$ cat src/rtl/wb_fwd_pkg.sv
`default_nettype none
// ============================================================================
//  Module   : wb_fwd_pkg
//  Purpose  : Shared types, constants and helpers for the writeback
//             forwarding history (wb_fwd_history / wb_fwd_port).
//  Contents : fwd_entry_t  - history entry record {valid, addr, data} at the
//                            default 32-bit / 5-bit-index configuration
//             sel_width()  - width of a per-port source index for a depth
//             SRC_REGFILE  - source code for "no forward, use regfile value"
//             SRC_WB       - source code for "forwarded from current MEM/WB"
//  Revision : 1.0  initial release
// ============================================================================
package wb_fwd_pkg;

    // Source index 0 selects the register-file value, 1 selects the
    // writeback in MEM/WB this cycle, and k+1 selects history age k.
    localparam int SRC_REGFILE = 0;
    localparam int SRC_WB      = 1;

    localparam int FWD_XLEN   = 32;
    localparam int FWD_ADDR_W = 5;

    // Layout of one history entry. Modules instantiated with non-default
    // widths declare an identically ordered record sized by their parameters.
    typedef struct packed {
        logic                  valid;
        logic [FWD_ADDR_W-1:0] addr;
        logic [FWD_XLEN-1:0]   data;
    } fwd_entry_t;

    // Source index must encode regfile, current wb and DEPTH history ages.
    function automatic int sel_width(input int depth);
        return $clog2(depth + 2);
    endfunction

endpackage
`default_nettype wire

$ cat src/rtl/wb_fwd_port.sv
`default_nettype none
// ============================================================================
//  Module   : wb_fwd_port
//  Purpose  : Single operand read port of the forwarding history. Resolves one
//             source register against the current writeback and the DEPTH
//             retained entries, youngest match first.
//  Ports    : wb_valid/wb_addr/wb_data  current MEM/WB writeback
//             hist_valid/addr/data      flattened history, entry 1 in slot 0
//             rd_addr/rd_data_in        operand index and regfile value
//             rd_data_out/rd_hit/rd_src resolved operand, hit flag, source
//  Revision : 1.0  initial release
// ============================================================================
module wb_fwd_port
    import wb_fwd_pkg::*;
#(
    parameter int XLEN   = 32,
    parameter int ADDR_W = 5,
    parameter int DEPTH  = 1,
    parameter int SEL_W  = sel_width(DEPTH)
) (
    input  logic                    wb_valid,
    input  logic [ADDR_W-1:0]       wb_addr,
    input  logic [XLEN-1:0]         wb_data,
    input  logic [DEPTH-1:0]        hist_valid,
    input  logic [DEPTH*ADDR_W-1:0] hist_addr,
    input  logic [DEPTH*XLEN-1:0]   hist_data,
    input  logic [ADDR_W-1:0]       rd_addr,
    input  logic [XLEN-1:0]         rd_data_in,
    output logic [XLEN-1:0]         rd_data_out,
    output logic                    rd_hit,
    output logic [SEL_W-1:0]        rd_src
);

    // x0 is hardwired to zero, so it must never pick up a forwarded value.
    logic             w_rd_nonzero;
    logic             w_wb_match;
    logic [DEPTH-1:0] w_hist_match;

    assign w_rd_nonzero = (rd_addr != '0);
    assign w_wb_match   = w_rd_nonzero && wb_valid && (wb_addr == rd_addr);

    generate
        for (genvar k = 0; k < DEPTH; k++) begin : g_match
            assign w_hist_match[k] = w_rd_nonzero && hist_valid[k] &&
                                     (hist_addr[k*ADDR_W +: ADDR_W] == rd_addr);
        end
    endgenerate

    // Walk from the oldest entry to the youngest so later assignments
    // (younger entries) override older ones; the current wb goes last and
    // therefore beats the whole history.
    always_comb begin
        rd_data_out = rd_data_in;
        rd_hit      = 1'b0;
        rd_src      = SEL_W'(SRC_REGFILE);
        for (int k = DEPTH - 1; k >= 0; k--) begin
            if (w_hist_match[k]) begin
                rd_data_out = hist_data[k*XLEN +: XLEN];
                rd_hit      = 1'b1;
                rd_src      = SEL_W'(k + 2);
            end
        end
        if (w_wb_match) begin
            rd_data_out = wb_data;
            rd_hit      = 1'b1;
            rd_src      = SEL_W'(SRC_WB);
        end
    end

endmodule
`default_nettype wire

$ cat src/rtl/wb_fwd_history.sv
`default_nettype none
// ============================================================================
//  Module   : wb_fwd_history
//  Purpose  : Writeback-forwarding history for the execute stage. Retains the
//             last DEPTH committed writebacks and resolves NUM_RD operand
//             reads per cycle against them plus the current MEM/WB writeback.
//  Ports    : clk          rising-edge clock
//             reset        synchronous active-low reset
//             stall        freeze history (current wb still forwarded)
//             clear        invalidate all history entries at the edge
//             wb_valid/wb_addr/wb_data   current MEM/WB writeback
//             rd_addr      NUM_RD packed operand indices
//             rd_data_in   NUM_RD packed register-file values
//             rd_data_out  NUM_RD packed resolved operands
//             rd_hit       per-port forwarded flag
//             rd_src       per-port source (0 rf, 1 wb, k+1 age k)
//  Revision : 1.0  initial release
// ============================================================================
module wb_fwd_history
    import wb_fwd_pkg::*;
#(
    parameter int XLEN   = 32,
    parameter int ADDR_W = 5,
    parameter int DEPTH  = 1,
    parameter int NUM_RD = 2,
    parameter int SEL_W  = sel_width(DEPTH)
) (
    input  logic                     clk,
    input  logic                     reset,
    input  logic                     stall,
    input  logic                     clear,
    input  logic                     wb_valid,
    input  logic [ADDR_W-1:0]        wb_addr,
    input  logic [XLEN-1:0]          wb_data,
    input  logic [NUM_RD*ADDR_W-1:0] rd_addr,
    input  logic [NUM_RD*XLEN-1:0]   rd_data_in,
    output logic [NUM_RD*XLEN-1:0]   rd_data_out,
    output logic [NUM_RD-1:0]        rd_hit,
    output logic [NUM_RD*SEL_W-1:0]  rd_src
);

    typedef struct packed {
        logic              valid;
        logic [ADDR_W-1:0] addr;
        logic [XLEN-1:0]   data;
    } entry_t;

    // Slot 0 is entry 1 (youngest), slot DEPTH-1 the oldest.
    entry_t r_hist [DEPTH];
    entry_t w_new_entry;

    // Writes to x0 enter as invalid so ages still track pipeline distance.
    always_comb begin
        w_new_entry       = '0;
        w_new_entry.valid = wb_valid && (wb_addr != '0);
        w_new_entry.addr  = wb_addr;
        w_new_entry.data  = wb_data;
    end

    // Priority: reset, then clear (beats stall), then stall hold, then shift.
    always_ff @(posedge clk) begin
        if (!reset) begin
            for (int k = 0; k < DEPTH; k++) begin
                r_hist[k] <= '0;
            end
        end else if (clear) begin
            for (int k = 0; k < DEPTH; k++) begin
                r_hist[k].valid <= 1'b0;
            end
        end else if (!stall) begin
            r_hist[0] <= w_new_entry;
            for (int k = 1; k < DEPTH; k++) begin
                r_hist[k] <= r_hist[k-1];
            end
        end
    end

    logic [DEPTH-1:0]        w_hist_valid;
    logic [DEPTH*ADDR_W-1:0] w_hist_addr;
    logic [DEPTH*XLEN-1:0]   w_hist_data;

    generate
        for (genvar k = 0; k < DEPTH; k++) begin : g_flat
            assign w_hist_valid[k]                 = r_hist[k].valid;
            assign w_hist_addr[k*ADDR_W +: ADDR_W] = r_hist[k].addr;
            assign w_hist_data[k*XLEN +: XLEN]     = r_hist[k].data;
        end

        for (genvar p = 0; p < NUM_RD; p++) begin : g_port
            wb_fwd_port #(
                .XLEN   (XLEN),
                .ADDR_W (ADDR_W),
                .DEPTH  (DEPTH),
                .SEL_W  (SEL_W)
            ) u_port (
                .wb_valid    (wb_valid),
                .wb_addr     (wb_addr),
                .wb_data     (wb_data),
                .hist_valid  (w_hist_valid),
                .hist_addr   (w_hist_addr),
                .hist_data   (w_hist_data),
                .rd_addr     (rd_addr[p*ADDR_W +: ADDR_W]),
                .rd_data_in  (rd_data_in[p*XLEN +: XLEN]),
                .rd_data_out (rd_data_out[p*XLEN +: XLEN]),
                .rd_hit      (rd_hit[p]),
                .rd_src      (rd_src[p*SEL_W +: SEL_W])
            );
        end
    endgenerate

endmodule
`default_nettype wire

$ cat config.mk
export PLATFORM = sky130hd
export DESIGN_NAME = wb_fwd_history
export DESIGN_NICKNAME = d
export VERILOG_FILES = /design/src/rtl/wb_fwd_pkg.sv /design/src/rtl/wb_fwd_port.sv /design/src/rtl/wb_fwd_history.sv
export SDC_FILE = /design/constraint.sdc
export NUM_CORES = 1
export LEC_CHECK = 0
export ABC_AREA = 1
export CELL_PAD_IN_SITES_DETAIL_PLACEMENT = 2
export CELL_PAD_IN_SITES_GLOBAL_PLACEMENT = 2
export CORE_UTILIZATION = 21
export DETAILED_ROUTE_END_ITERATION = 16
export PLACE_DENSITY_LB_ADDON = 0.15
export SLEW_MARGIN = 20
export SYNTH_ARGS = -nofsm -noshare
export SYNTH_HDL_FRONTEND = slang
export SYNTH_SLANG_ARGS = --single-unit
$ cat constraint.sdc
create_clock -name clk -period 6.7 [get_ports clk]
set_clock_uncertainty 0.15 [all_clocks]
set_input_delay 1.34 -clock clk [delete_from_list [all_inputs] [get_ports clk]]
set_output_delay 1.34 -clock clk [all_outputs]
set_load 0.05 [all_outputs]
==> results of run 1 <==
routing by layer:
layer / track usage (%) / vias to the layer above
li1: - / 2086
met1: 21.72 / 2095
met2: 36.42 / 114
met3: 4.128 / 7
met4: 3.747 / 0
met5: 0 / -
kinds of logic after synthesis:
| group | after synthesis | synth area share, % |
|---|---|---|
| buffers and inverters | 104 | 15.97 |
| and+or+nand+nor | 396 | 50.89 |
| AOI/OAI and AO/OA | 3 | 0.5323 |
| xor gates and xnor gates | 1 | 0.2484 |
| DFF | 38 | 32.36 |
final timing paths:
kind  slack [ns]  depth (start not counted)       endpoint        from
max         1.39                          8      rd_src[2]  wb_addr[3]
min         1.57                          2  r_hist[0][37]       stall
area by class of cell:
type / instances / area share (%)
multi-input cells: 400 / 34.05
repair buffers: 190 / 32.14
flip-flops and latches: 38 / 21.21
well taps: 220 / 5.116
inverters: 64 / 4.465
clock buffers: 7 / 2.465
clock inverters: 1 / 0.5581
per-stage QoR:
stage	total power [W]	cell area, um2
after detailed placement	0.0006221	5213
after floorplan	0.0004730	3526
after CTS	0.0009137	5375
final	0.0008972	5380
after global placement	0.0006161	5213
after global routing	0.0009408	5380
power groups by stage:
stage	Clock [W]	Sequential [W]	Combinational [W]
3_3_place_gp	0	0.000298	0.000318
4_1_cts	0.000295	0.000294	0.000324
5_1_grt	0.000303	0.000296	0.000342
2_1_floorplan	0	0.000295	0.000178
3_5_place_dp	0	0.000299	0.000323
6_report	0.000283	0.000294	0.000320
cells in the final DEF, fill, tap and decap left out:
cell type,n
nor2_2,3
buf_4,69
xnor2_1,1
clkdlybuf4s50_1,121
nand2_4,1
clkinv_1,2
clkbuf_16,5
nor2_4,3
nand3_1,195
nand2_2,5
edfxtp_1,38
nor3_1,1
clkbuf_1,2
nand2_1,132
bufinv_16,1
nor2_1,52
inv_1,52
a21oi_1,2
inv_2,10
nand3b_1,1
a311oi_1,1
nand3_2,3
==> results.py, run 1 <==
metrics = {
    "layout": {
        "finish.utilization_pct": 32.67,
        "reg_top3": "r_hist: 38 flops",
        "fillCellCount": 1945,
        "regMostFlops": "r_hist",
        "instances_no_fill": 920,
        "largest_reg_flops": 38,
        "fin_nets": 815,
        "area_growth_pct": 52.59,
        "n_antenna_cell": 0,
        "seq_area_um2": 1141,
        "drive_above_1_share_pct": 14.29,
        "multiInputGateArea_um2": 1832,
    },
    "detailed_routing": {
        "ant_nets": 0,
        "drtIter0Drc": 159,
        "wl_met3_um": 803,
        "top_layer": "met4",
        "vias": 4302,
        "wl_per_cell_um": 17.63,
        "wl_met1_um": 6735,
        "drc": 0,
        "drtPass1Iterations": 4,
        "viasPerCell": 4.676,
        "dr_wl_met2_um": 8521,
        "drt-total-wl_um": 16220,
    },
    "sta": {
        "setup_ws_ns": 1.394,
        "finalCritPeriodShare_pct": 79.19,
        "whs_ns": 1.570,
        "slew_viol_final": 0,
        "fmax_mhz": 188.5,
        "worst_pin_slew_ns": 1.004,
        "fin_crit_ns": 5.306,
        "slew_headroom_pct": 32.86,
        "rsz0062_at_grt": "no",
        "finalHoldViolCount": 0,
        "setup_viol": 0,
        "setup-tns-final_ns": 0,
    },
    "clock_network": {
        "root_buffer": "clkbuf_16",
        "cts_resized": 0,
        "clock_path_buffers": 2,
        "clock-sinks": 38,
        "htree_levels": 2,
        "ctsHoldBuffers": 0,
        "post_cts_buffers": 0,
        "cts_buffers": 5,
        "path_clk_slew_ns": 0.07,
        "cts_tree": "yes",
    },
    "setup_path": {
        "worst_setup_path_start_kind": "input port",
        "cp_data_required_time_ns": 5.21,
        "crit_family": "buffers and inverters",
        "cp_slowest_cell": "clkdlybuf4s50_1",
        "slowest_delay_ns": 0.93,
        "crit_path_end_kind": "primary output",
        "path_buf_inv": 4,
        "worstSetupPathType": "input port to primary output",
        "cp_cell_sequence": "clkdlybuf4s50_1 -> inv_2 -> a21oi_1 -> nand2_1 -> nor2_2 -> nand2_2 -> inv_2 -> clkdlybuf4s50_1",
        "crit_arrival_ns": 3.82,
        "critPathMaxFanout": 34,
    },
    "placed_design": {
        "place_ws_ns": 1.352,
        "dp.cells": 912,
        "gp_congestion": 0.8536,
        "hpwl_um": 11540,
        "port_buffers": 185,
    },
    "logic_synthesis": {
        "seq_area_frac_synth_pct": 32.36,
        "yosysMostFrequentCell": "nand3_1",
        "ys_seq_elements": 38,
        "synth.largest_area_cell": "edfxtp_1",
        "yosys_most_used_dff": "edfxtp_1",
        "synth_top_area_share_pct": 32.36,
        "synth.cell_area_um2": 3526,
        "synth_cell_types": 21,
        "syn_avg_cell_area_um2": 6.505,
        "synthArstFlopShare_pct": 0,
        "synthTopCellsByCount": "195 x nand3_1, 134 x nand2_1, 52 x inv_1, 52 x nor2_1, 38 x edfxtp_1",
        "synth_warnings": 0,
        "synth_area_leaders": "edfxtp_1 32%, nand3_1 28%, nand2_1 14%, inv_1 5.5%, nor2_1 5.5%",
        "syn_inst": 542,
        "synth-edff-count": 38,
        "synth_nets": 658,
    },
    "power_and_ir_drop": {
        "peakVddDrop_uv": 87.88,
        "powerDensity_nw_per_um2": 166.8,
        "p_switching_w": 0.0003141,
        "p_leak_nw": 2.452,
        "p_sw_share_pct": 35.01,
        "combPwrFrac_pct": 35.7,
        "seqPwrFrac_pct": 32.7,
        "p_int_w": 0.0005831,
        "p_clk_share_pct": 31.6,
    },
    "floorplanning": {
        "placement_rows": 47,
        "pin_count": 186,
        "die_y_um": 131.6,
        "initial_core_util_pct": 21.41,
        "die_w_um": 131.6,
        "die_area_um2": 17310,
        "core_area_um2": 16470,
    },
    "worst_hold_path": {
        "hp-class": "input port to flop",
    },
    "grt": {
        "grt_pass1_wl_um": 25850,
        "grt_max_degree": 66,
        "antenna_found_initial": 0,
        "grt_remaining_overflow": 0,
        "grt_pass1_vias": 4762,
        "grt_use_total_pct": 19.17,
    },
    "run": {
        "cap_violations": 0,
    },
    "outcome": {
        "outcome": "finished clean",
    },
}
No activity file was read; power rests on OpenSTA's default activity.
==> run 2, diff against run 1 <==
CORE_UTILIZATION = 18   (was 21)
clock period = 4.6 ns   (was 6.7 ns; I/O delays follow)
==> run 2 against run 1 <==
Effect of this change:
- core utilization rose by 0.92 points
- combinational power increased by 85%
- setup slack lost 0.90 ns
- via count is 1.2% higher
- power rose by 53%
- sequential power grew 46%
- critical endpoint is now rd_data_out[56]
- largest power group unchanged
==> results.py, run 2 (synthesis gave the netlist of run 1 again) <==
metrics = {
    "sta": {
        "setup_viol": 0,
        "finalCritPeriodShare_pct": 89.25,
        "setup-tns-final_ns": 0,
        "fmax_mhz": 243.6,
        "worst_pin_slew_ns": 0.6005,
        "fin_crit_ns": 4.105,
        "finalHoldViolCount": 0,
        "slew_viol_final": 0,
        "slew_headroom_pct": 59.97,
        "rsz0062_at_grt": "no",
    },
    "layout": {
        "drive_above_1_share_pct": 16.24,
        "fillCellCount": 2216,
        "multiInputGateArea_um2": 1832,
        "instances_no_fill": 968,
        "largest_reg_flops": 38,
        "reg_top3": "r_hist: 38 flops",
        "regMostFlops": "r_hist",
        "fin_nets": 823,
        "layout_commonest_cell": "nand3_1",
        "seq_area_um2": 1141,
        "n_antenna_cell": 0,
        "area_growth_pct": 80.59,
        "final_cell_mix": "195 x nand3_1, 132 x nand2_1, 115 x clkdlybuf4s50_1",
    },
    "clock_network": {
        "clock-sinks": 38,
        "root_buffer": "clkbuf_16",
        "htree_levels": 2,
        "cts_resized": 0,
        "cts_tree": "yes",
        "post_cts_buffers": 0,
        "path_clk_slew_ns": 0.06,
        "ctsHoldBuffers": 0,
        "cts_buffers": 5,
        "clock_path_buffers": 2,
    },
    "grt": {
        "grt_remaining_overflow": 0,
        "grt_max_degree": 66,
        "antenna_found_initial": 1,
        "grt_pass1_wl_um": 27140,
        "grt_use_total_pct": 17.67,
        "grt_pass1_vias": 4882,
    },
    "setup_path": {
        "cp_data_required_time_ns": 3.53,
        "crit_arrival_ns": 3.04,
        "critPathLaunch": "rd_addr[5]",
        "slowest_delay_ns": 0.58,
        "cp_slowest_cell": "clkdlybuf4s50_1",
        "crit_path_end_kind": "primary output",
        "cp_cell_sequence": "clkdlybuf4s50_1 -> inv_1 -> nand2_1 -> nand3_1 -> nor2_1 -> nand2_2 -> inv_2 -> buf_12 -> nand2_1 -> nand3_1 -> buf_12",
        "worstSetupPathType": "input port to primary output",
        "critPathMaxFanout": 18,
        "worst_setup_path_start_kind": "input port",
    },
    "placed_design": {
        "hpwl_um": 12810,
        "gp_congestion": 0.8067,
        "dp.cells": 960,
        "port_buffers": 185,
    },
    "floorplanning": {
        "die_y_um": 142.0,
        "die_w_um": 142.0,
        "core_area_um2": 18960,
        "die_area_um2": 20150,
        "initial_core_util_pct": 18.60,
        "placement_rows": 50,
        "pin_count": 186,
    },
    "power_and_ir_drop": {
        "combPwrFrac_pct": 43.0,
        "p_leak_nw": 2.815,
        "powerDensity_nw_per_um2": 216.0,
        "p_switching_w": 0.0004839,
        "p_clk_share_pct": 25.9,
        "peakVddDrop_uv": 116.4,
        "p_int_w": 0.0008912,
        "power_w": 0.001375,
        "p_sw_share_pct": 35.19,
        "seqPwrFrac_pct": 31.1,
    },
    "detailed_routing": {
        "drc": 0,
        "drtIter0Drc": 88,
        "vias": 4354,
        "viasPerCell": 4.498,
        "wl_per_cell_um": 17.86,
        "drt-total-wl_um": 17290,
        "drtPass1Iterations": 4,
        "ant_nets": 0,
    },
    "run": {
        "cap_violations": 0,
    },
    "worst_hold_path": {
        "hp-class": "input port to flop",
        "worstHoldStart": "stall",
    },
    "outcome": {
        "outcome": "finished clean",
    },
}
-- run 2: through the flow --
step                worst slack (ns)  hold slack [ns]  utilization (%)  area (um2)
CTS                           0.4713            1.139            33.56        6362
global placement              0.5136            1.441            32.82        6221
floorplan                      1.322           0.9576                -        3526
detailed placement            0.4679            1.449            32.82        6221
finish                        0.4945            1.134            33.59        6367
global route                  0.3089            1.165            33.59        6367
-- run 2: per-layer routing --
metal,up-vias,part of all wire [%],global-route usage (%)
li1,2104,-,-
met1,2133,41,20.29
met2,103,54,34.15
met3,12,4.0,2.860
met4,2,0.92,3.452
met5,-,0.064,0
-- run 2: final cells by class --
| type | count | area share [%] |
|---|---|---|
| clock buffer | 5 | 1.965 |
| clock inverter | 3 | 0.2555 |
| inverter | 64 | 3.773 |
| multi-input combinational | 400 | 28.77 |
| sequential | 38 | 17.92 |
| tap | 260 | 5.109 |
| timing repair buffer | 198 | 42.21 |
-- run 2: path summary, 6_finish.rpt --
kind	to	slack, ns	cells past startpoint
worst max-delay path	rd_data_out[56]	0.49	11
worst min-delay path	r_hist[0][37]	1.13	2
-- run 2: worst max-delay path: cells and delay by family --
kind / cells / cell delay, ns
buffers and inverters: 5 / 1.40
and+or+nand+nor: 6 / 0.69
-- run 2: power groups by stage --
stage | clock network [W] | registers [W] | logic, W
floorplan | 0 | 0.000430 | 0.000259
finish | 0.000357 | 0.000428 | 0.000591
global placement | 0 | 0.000433 | 0.000590
CTS | 0.000371 | 0.000428 | 0.000600
global route | 0.000382 | 0.000431 | 0.000626
detailed placement | 0 | 0.000436 | 0.000597
